==> config.mk <==
export PLATFORM = sky130hd
export DESIGN_NAME = shot_initiator
export DESIGN_NICKNAME = d
export VERILOG_FILES = /design/src/rtl/shot_initiator.sv
export SDC_FILE = /design/constraint.sdc
export NUM_CORES = 1
export LEC_CHECK = 0
export CORE_UTILIZATION = 50
export DETAILED_ROUTE_END_ITERATION = 10
export PLACE_DENSITY = 0.81
export SYNTH_ARGS = -nofsm -noshare
export SYNTH_HDL_FRONTEND = slang
export SYNTH_SLANG_ARGS = --single-unit
==> constraint.sdc <==
create_clock -name clk -period 3.7 [get_ports clk]
set_input_delay 0.37 -clock clk [delete_from_list [all_inputs] [get_ports clk]]
set_output_delay 0.37 -clock clk [all_outputs]
set_load 0.005 [all_outputs]
==> src/rtl/shot_initiator.sv <==
// Initiator side of the shot exchange: sends header + target address over the
// byte link, waits for a tagged hit/miss reply and retries on timeout.
module shot_initiator #(
  parameter int unsigned TIMEOUT_CYCLES = 65_000_000,
  parameter int unsigned MAX_TRIES      = 3,
  parameter logic [7:0]  HDR_SHOT       = 8'hC5,
  parameter logic [5:0]  RSP_TAG        = 6'b101010
) (
  input  logic       clk,
  input  logic       rst_n,
  input  logic       fire,
  input  logic [7:0] target,
  output logic [7:0] tx_data,
  output logic       tx_valid,
  input  logic       tx_ready,
  input  logic [7:0] rx_data,
  input  logic       rx_valid,
  output logic       busy,
  output logic [1:0] msg_in,
  output logic       result_valid,
  output logic       shot_fail,
  output logic       bad_target
);

  localparam int unsigned TW = $clog2(TIMEOUT_CYCLES + 1);
  localparam int unsigned CW = $clog2(MAX_TRIES + 1);

  typedef enum logic [1:0] {
    IDLE      = 2'd0,
    SEND_HDR  = 2'd1,
    SEND_ADDR = 2'd2,
    WAIT_RSP  = 2'd3
  } state_e;

  state_e        state_q;
  logic [7:0]    target_q;
  logic [TW-1:0] timer_q;
  logic [CW-1:0] tries_q;
  logic [7:0]    tx_data_q;
  logic          tx_valid_q;
  logic          busy_q;
  logic [1:0]    msg_in_q;
  logic          result_valid_q;
  logic          shot_fail_q;
  logic          bad_target_q;

  logic target_ok_c;
  logic rsp_ok_c;
  logic timeout_c;

  assign target_ok_c = (target[7:4] <= 4'd9) && (target[3:0] <= 4'd9);
  assign rsp_ok_c    = rx_valid && (rx_data[7:2] == RSP_TAG) && (rx_data[1:0] != 2'b01);
  assign timeout_c   = (timer_q == TW'(TIMEOUT_CYCLES - 1));

  // Protocol FSM with registered outputs; pulse outputs default low each cycle.
  always_ff @(posedge clk) begin
    if (!rst_n) begin
      state_q        <= IDLE;
      target_q       <= 8'h00;
      timer_q        <= '0;
      tries_q        <= '0;
      tx_data_q      <= 8'h00;
      tx_valid_q     <= 1'b0;
      busy_q         <= 1'b0;
      msg_in_q       <= 2'b00;
      result_valid_q <= 1'b0;
      shot_fail_q    <= 1'b0;
      bad_target_q   <= 1'b0;
    end else begin
      result_valid_q <= 1'b0;
      shot_fail_q    <= 1'b0;
      bad_target_q   <= 1'b0;
      unique case (state_q)
        IDLE: begin
          if (fire) begin
            if (target_ok_c) begin
              target_q   <= target;
              tries_q    <= CW'(1);
              busy_q     <= 1'b1;
              tx_data_q  <= HDR_SHOT;
              tx_valid_q <= 1'b1;
              state_q    <= SEND_HDR;
            end else begin
              bad_target_q <= 1'b1;
            end
          end
        end
        SEND_HDR: begin
          // Address follows the header with no idle cycle in between.
          if (tx_ready) begin
            tx_data_q <= target_q;
            state_q   <= SEND_ADDR;
          end
        end
        SEND_ADDR: begin
          if (tx_ready) begin
            tx_valid_q <= 1'b0;
            timer_q    <= '0;
            state_q    <= WAIT_RSP;
          end
        end
        WAIT_RSP: begin
          // A valid reply takes priority over a coincident timeout.
          if (rsp_ok_c) begin
            msg_in_q       <= rx_data[1:0];
            result_valid_q <= 1'b1;
            busy_q         <= 1'b0;
            state_q        <= IDLE;
          end else if (timeout_c) begin
            if (tries_q < CW'(MAX_TRIES)) begin
              tries_q    <= tries_q + CW'(1);
              tx_data_q  <= HDR_SHOT;
              tx_valid_q <= 1'b1;
              state_q    <= SEND_HDR;
            end else begin
              shot_fail_q <= 1'b1;
              busy_q      <= 1'b0;
              state_q     <= IDLE;
            end
          end else begin
            timer_q <= timer_q + TW'(1);
          end
        end
        default: state_q <= IDLE;
      endcase
    end
  end

  assign tx_data      = tx_data_q;
  assign tx_valid     = tx_valid_q;
  assign busy         = busy_q;
  assign msg_in       = msg_in_q;
  assign result_valid = result_valid_q;
  assign shot_fail    = shot_fail_q;
  assign bad_target   = bad_target_q;

endmodule

==> metrics.md, run 1 <==
| Metric | Value |
|---|---|
| Final Hold Fails | 0 |
| #FFs+latches synth | 53 |
| Post_cts resized | 0 |
| Row count | 25 |
| Vias in the first global route | 2137 |
| Critical path launch point type | flop |
| # IOs | 36 |
| Leak | 1.16 nW |
| Hold Path Origin | tx_data[3] |
| Final core occ | 0.642 |
| Vias | 2286 |
| Synth Net Count | 331 |
| Global-route wire length before repair | 9500 µm |
| Max Fclk | 0.381 GHz |
| Post-CTS setup buffer count | 0 |
| CTS Root Cell | clkbuf_8 |
| Layout cell share with drive strength beyond 1 | 0.0623 |
| Most frequent cells in the layout | 53 x dfxtp_1, 43 x nor2_1, 35 x clkdlybuf4s50_1 |
| Worst-case clock buffer depth | 2 |
| R2R Path Start | state_q[0] |
| Remaining antenna violation count | 0 |
| Main combinational cell family by area after synthesis | simple AND/OR/NAND/NOR gates |
| Gp weighted congestion | 0.839 |
| DRT Pass-1 Iters | 4 |
| Mapped Avg Cell Area | 8.54 µm² |
| Syn. warnings | 0 |
| RSZ-0062 raised after global routing | false |
| Slew @ Worst Pin | 815 ps |
| Simple-Gate Fraction of Synth Area | 0.306 |
| Slew Viols, Final | 0 |
| # fillers | 422 |
| DR iter-0 viols | 182 |
| DRC viols | 0 |
| N_diodes | 0 |
| Status | finished clean |
| Netlist Area Pre-Place | 2590 µm² |
| Final wirelength | 5890 µm |
| Tmin final | 2630 ps |
| Crit path max fanout | 12 |
| Commonest non-fill, non-tap cell in the layout | dfxtp_1 |
| Clock power frac | 0.262 |
| Post-DP HPWL | 4280 µm |
| Synth Area in XOR/XNOR | 0.0541 |
| Number of synthesized flops with an enable pin | 0 |
| Synth top area share | 0.410 |
| Critical Path Source | state_q[0] |
| Final Non-Filler Cells | 404 |
| Initial antenna violation count | 0 |
| TritonCTS clock tree | yes |
| Tcrit/Tclk final | 0.710 |
| Seq pwr share | 0.441 |
| Reg clk slew, reported paths | 90 ps |
| # nets final | 364 |
| Fin area | 3110 µm² |
| TritonCTS buffer count | 5 |
| Library cells used by synthesis | 44 |
| Pint | 1.06 mW |
| Worst IR Drop VDD | 340 µV |
| Mapped Cells | 303 |
| Compound-cell area share of the yosys netlist | 0.109 |
| Pin count of the biggest net entering global routing | 23 |
| Later-pin clock latency in the skew report | 310 ps |
| Vias per inst | 5.66 |
| Cts hold-fix bufs | 0 |
| Sum of negative setup slack | 0 ps |
| Core area | 4850 µm² |
| Worst EP required | 3950 ps |
| Worst clock skew | 7.62 ps |
| Total GRT Usage | 0.227 |
| Sink Count | 53 |
| Cell Area, Placed | 3000 µm² |
| # setup viols final | 0 |
| Switching part of the total | 0.308 |
| Critical path data arrival time | 2870 ps |
| Net Sw Power | 472 µW |
| PortBufs | 35 |
| Combinational share of power | 0.297 |
| Synth area leader | dfxtp_1 |
| Ranking of synthesized cells by area | dfxtp_1 41%, nor2_1 6.2%, xor2_1 5.1%, mux2i_1 4.6%, nand3_1 4.4% |
| Die Y | 74.0 µm |
| Total power | 1.53 mW |
| Die ar. | 5470 µm² |
| Routed WL per cell | 14.6 µm |
| Htree depth | 2 |
| Multiplexer share of the synthesized area | 0.0464 |
| Initial Util | 0.534 |
| Gr ovfl total | 0 |
| Dpl cells | 396 |
| Die Wd | 74.0 µm |
| Synthesis-to-finish area growth | 20.3% |
| Worst setup path class | flop to flop |
| # Max-Cap Violations | 0 |
| Seq/Total Area, Yosys | 0.410 |
| Power per cell area | 492 nW/µm² |
| Slew HR | 0.457 |
| Synth Area in Adders | 0.0338 |
| Synth async-reset ratio | 0 |
| Worst min-delay path category | flop to flop |
| Critical path capture point type | flop |
| Synth Flop Type | dfxtp_1 |
worst max-delay path: stages, from the launching register on:
cell and delay (ps):
dfxtp_1 420, ha_1 390, inv_1 130, o21ai_0 240, and2_1 430, nand2_1 260
or4_1 550, a21oi_1 140
logic make-up (layout without fill, tap and decap cells):
group	count (synthesis)	count (layout)
muxes	12	12
adders and majority gates	7	7
xor gates and xnor gates	16	16
AOI/OAI and AO/OA	41	41
and+or+nand+nor	149	149
buffers and inverters	25	59
DFF	53	53
through the flow:
| stage | hold slack [ps] | setup WS (ps) |
|---|---|---|
| after floorplan | 439 | 1650 |
| after global placement | 445 | 1000 |
| after detailed placement | 441 | 944 |
| after CTS | 461 | 1070 |
| after global routing | 480 | 900 |
| final | 456 | 1070 |
cells in the mapped netlist (2+ instances only):
master    instances
nand3_1          23
ha_1              7
or3_1             3
a311oi_1          4
o21ai_1           5
a31oi_1           4
and4bb_2          2
nor3_1            5
clkbuf_1         10
nand4_1          16
nand2_1          23
o21ai_0           8
a21oi_1           8
or4_1             7
buf_2             2
o31ai_1           3
dfxtp_1          53
inv_1            11
xor2_1           15
and4_1            3
and2_1            2
nor4_2            2
and3_1            8
o211ai_1          3
or2_2             2
nor2_1           43
nand2b_1          3
mux2i_1          12
path summary, 6_finish.rpt:
check | cells after the start | slack (ps) | to
min reg2reg | 2 | 460 | tx_data[3]
max reg2reg | 7 | 1070 | timer_q[11]
min | 2 | 460 | tx_data[3]
max | 7 | 1070 | timer_q[11]
power by group through the flow:
stage	clock network [mW]	logic, mW	registers [mW]
after floorplan	0	0.307	0.680
after global placement	0	0.436	0.685
after detailed placement	0	0.453	0.686
after CTS	0.409	0.458	0.675
after global routing	0.433	0.501	0.682
final	0.401	0.455	0.676
routing by layer:
layer	routed length [µm]	share of wire	vias to the layer above	global-route usage
li1	-	-	1152	-
met1	2640	0.45	1087	0.273
met2	2990	0.51	42	0.398
met3	189	0.032	5	0.0434
met4	64	0.011	0	0.0876
met5	0	0	-	0
flip-flops by register name (all words and copies together), names as in the netlist, 2 cells and up:
name / cells
state_q: 2
tx_data: 8
msg_in: 2
timer_q: 26
tries_q: 2
target_q: 8
final cells by class:
cell class,instances,area [µm²],share of cell area
Multi-Input combinational cell,225,1420,0.457
Sequential cell,53,1060,0.341
Timing Repair Buffer,40,388,0.125
Clock buffer,7,86.3,0.0277
Tap cell,67,83.8,0.0269
Inverter,11,41.3,0.0133
Clock inverter,1,30.0,0.00964
(Power assumes the default switching activity.)
==> inputs of run 2 (changes only) <==
- clock period: 3.7 -> 2.5 ns (I/O delays scaled with it)
==> metrics.md, run 2 (synthesis gave the netlist of run 1 again) <==
| Metric | Value |
|---|---|
| Status | finished clean |
| Die Y | 74.0 µm (unchanged) |
| # IOs | 36 (unchanged) |
| Worst IR Drop VDD | 587 µV (+72%) |
| Crit path max fanout | 16 (+4) |
| Synthesis-to-finish area growth | 22.3% |
| Worst EP required | 2710 ps (-1240 ps) |
| RSZ-0062 raised after global routing | false |
| Routed WL per cell | 14.5 µm (-0.82%) |
| PortBufs | 35 (unchanged) |
| Worst clock skew | 5.71 ps (-1.91 ps) |
| Post-DP HPWL | 4360 µm (+1.9%) |
| Initial Util | 0.534 (unchanged) |
| Row count | 25 (unchanged) |
| Gr ovfl total | 0 (unchanged) |
| Pin count of the biggest net entering global routing | 26 (+13%) |
| Tcrit/Tclk final | 0.913 (+0.203) |
| Pre-CTS setup slack | 175 ps (-769 ps) |
| R2R Path Start | timer_q[0] |
| Die ar. | 5470 µm² (unchanged) |
| R2R depth | 8 (+1) |
| Critical path capture point type | flop |
| Die Wd | 74.0 µm (unchanged) |
| Vias per inst | 5.67 (+0.15%) |
| Post_cts resized | 0 (unchanged) |
| Total GRT Usage | 0.231 (+0.00427) |
| Power per cell area | 725 nW/µm² (+47%) |
| Max Fclk | 0.438 GHz (+15%) |
| Vias | 2329 (+1.9%) |
| CTS Root Cell | clkbuf_8 |
| Slew Viols, Final | 0 (unchanged) |
| Gp weighted congestion | 0.851 (+1.4%) |
| Global-route wire length before repair | 9840 µm (+3.6%) |
| Worst Hold Path Cells | 2 (unchanged) |
| Most frequent cells in the layout | 53 x dfxtp_1, 43 x nor2_1, 35 x clkdlybuf4s50_1 |
| Htree depth | 2 (unchanged) |
| Slew @ Worst Pin | 601 ps (-214 ps) |
| DRC viols | 0 (unchanged) |
| R2r endpoint | tx_data[2] |
| Net Sw Power | 699 µW (+48%) |
| Worst hold path endpoint | tx_data[1] |
| Critical path data arrival time | 2500 ps (-370 ps) |
| N_diodes | 0 (unchanged) |
| Cts hold-fix bufs | 0 (unchanged) |
| Combinational share of power | 0.308 (+0.011) |
| Critical path launch point type | flop |
| Hold Path Origin | tx_data[1] |
| Reg clk slew, reported paths | 90 ps (about the same) |
| Core area | 4850 µm² (unchanged) |
| Post-CTS setup buffer count | 0 (unchanged) |
| Vias in the first global route | 2194 (+2.7%) |
| Final core occ | 0.653 (+0.0108) |
| Pint | 1.60 mW (+51%) |
| DR iter-0 viols | 179 (-1.6%) |
| Layout cell share with drive strength beyond 1 | 0.0814 (+0.0191) |
| Final Hold Fails | 0 (unchanged) |
| Worst setup path class | flop to flop |
| # nets final | 371 (+1.9%) |
| Sum of negative setup slack | 0 ps (unchanged) |
| Slew HR | 0.598 (+0.141) |
| Seq pwr share | 0.434 (-0.007) |
| Commonest non-fill, non-tap cell in the layout | dfxtp_1 |
| Tmin final | 2280 ps (-345 ps) |
| Largest register FFs | 26 (unchanged) |
| # Max-Cap Violations | 0 (unchanged) |
| Remaining antenna violation count | 0 (unchanged) |
| DRT Pass-1 Iters | 4 (unchanged) |
| TritonCTS buffer count | 5 (unchanged) |
| Most flop-heavy register | timer_q |
| Leak | 1.19 nW (+2.8%) |
| Reg-to-reg slack, setup | 220 ps (-860 ps) |
| Switching part of the total | 0.304 (-0.00364) |
| # setup viols final | 0 (unchanged) |
| Clock power frac | 0.258 (-0.004) |
| Setup WS post-layout | 218 ps (-855 ps) |
| Final wirelength | 5940 µm (+0.90%) |
| Worst min-delay path category | flop to flop |
| TritonCTS clock tree | yes |
| Initial antenna violation count | 0 (unchanged) |
| Sink Count | 53 (unchanged) |
| Worst-case clock buffer depth | 2 (unchanged) |
| Later-pin clock latency in the skew report | 300 ps (about the same) |
[run 2: worst max-delay path by stage]
stage                           from           to  depth (start not counted)  slack [ps]
after floorplan           state_q[0]  timer_q[11]                          9         450
after global placement    rx_data[2]   tx_data[0]                          8         260
after detailed placement  rx_data[6]   tx_data[7]                          8         180
after CTS                 timer_q[0]   tx_data[2]                          8         210
after global routing      timer_q[1]   tx_data[0]                          8          70
final                     timer_q[0]   tx_data[2]                          8         220
[run 2: power groups by stage]
stage	sequential, mW	clock, mW	combinational [mW]
2_1_floorplan	1.01	0	0.454
3_3_place_gp	1.01	0	0.682
3_5_place_dp	1.01	0	0.709
4_1_cts	0.995	0.606	0.710
5_1_grt	1.01	0.640	0.782
6_report	0.996	0.592	0.707
[run 2: layout make-up]
| type | count | area (µm²) |
|---|---|---|
| well taps | 67 | 83.8 |
| clock inverters | 1 | 30.0 |
| fillers | 405 | 1680 |
| repair buffers | 47 | 440 |
| flip-flops and latches | 53 | 1060 |
| multi-input cells | 225 | 1420 |
| clock buffers | 7 | 86.3 |
| inverters | 11 | 41.3 |
[run 2: worst max-delay path, cell delays in order (launching register included)]
cell       delay, ps
dfxtp_1          390
ha_1             210
and4_1           270
and4_1           250
a31oi_1          180
a2111oi_4        360
buf_4            260
nor2_1            50
a311oi_1         230
[run 2: stage by stage]
stage	std cells	hold slack, ps	power, mW	cell area (µm²)
after floorplan	303	389	1.46	2590
after global placement	403	441	1.69	3050
after detailed placement	403	446	1.72	3050
after CTS	411	459	2.31	3170
after global routing	411	480	2.43	3170
final	411	457	2.30	3170
[run 2: metal layers]
metal	wire, µm	vias up	global-route usage
met5	0	-	0
met1	2650	1105	0.291
met4	61	0	0.0855
met3	246	4	0.0420
met2	2980	51	0.393
li1	-	1169	-
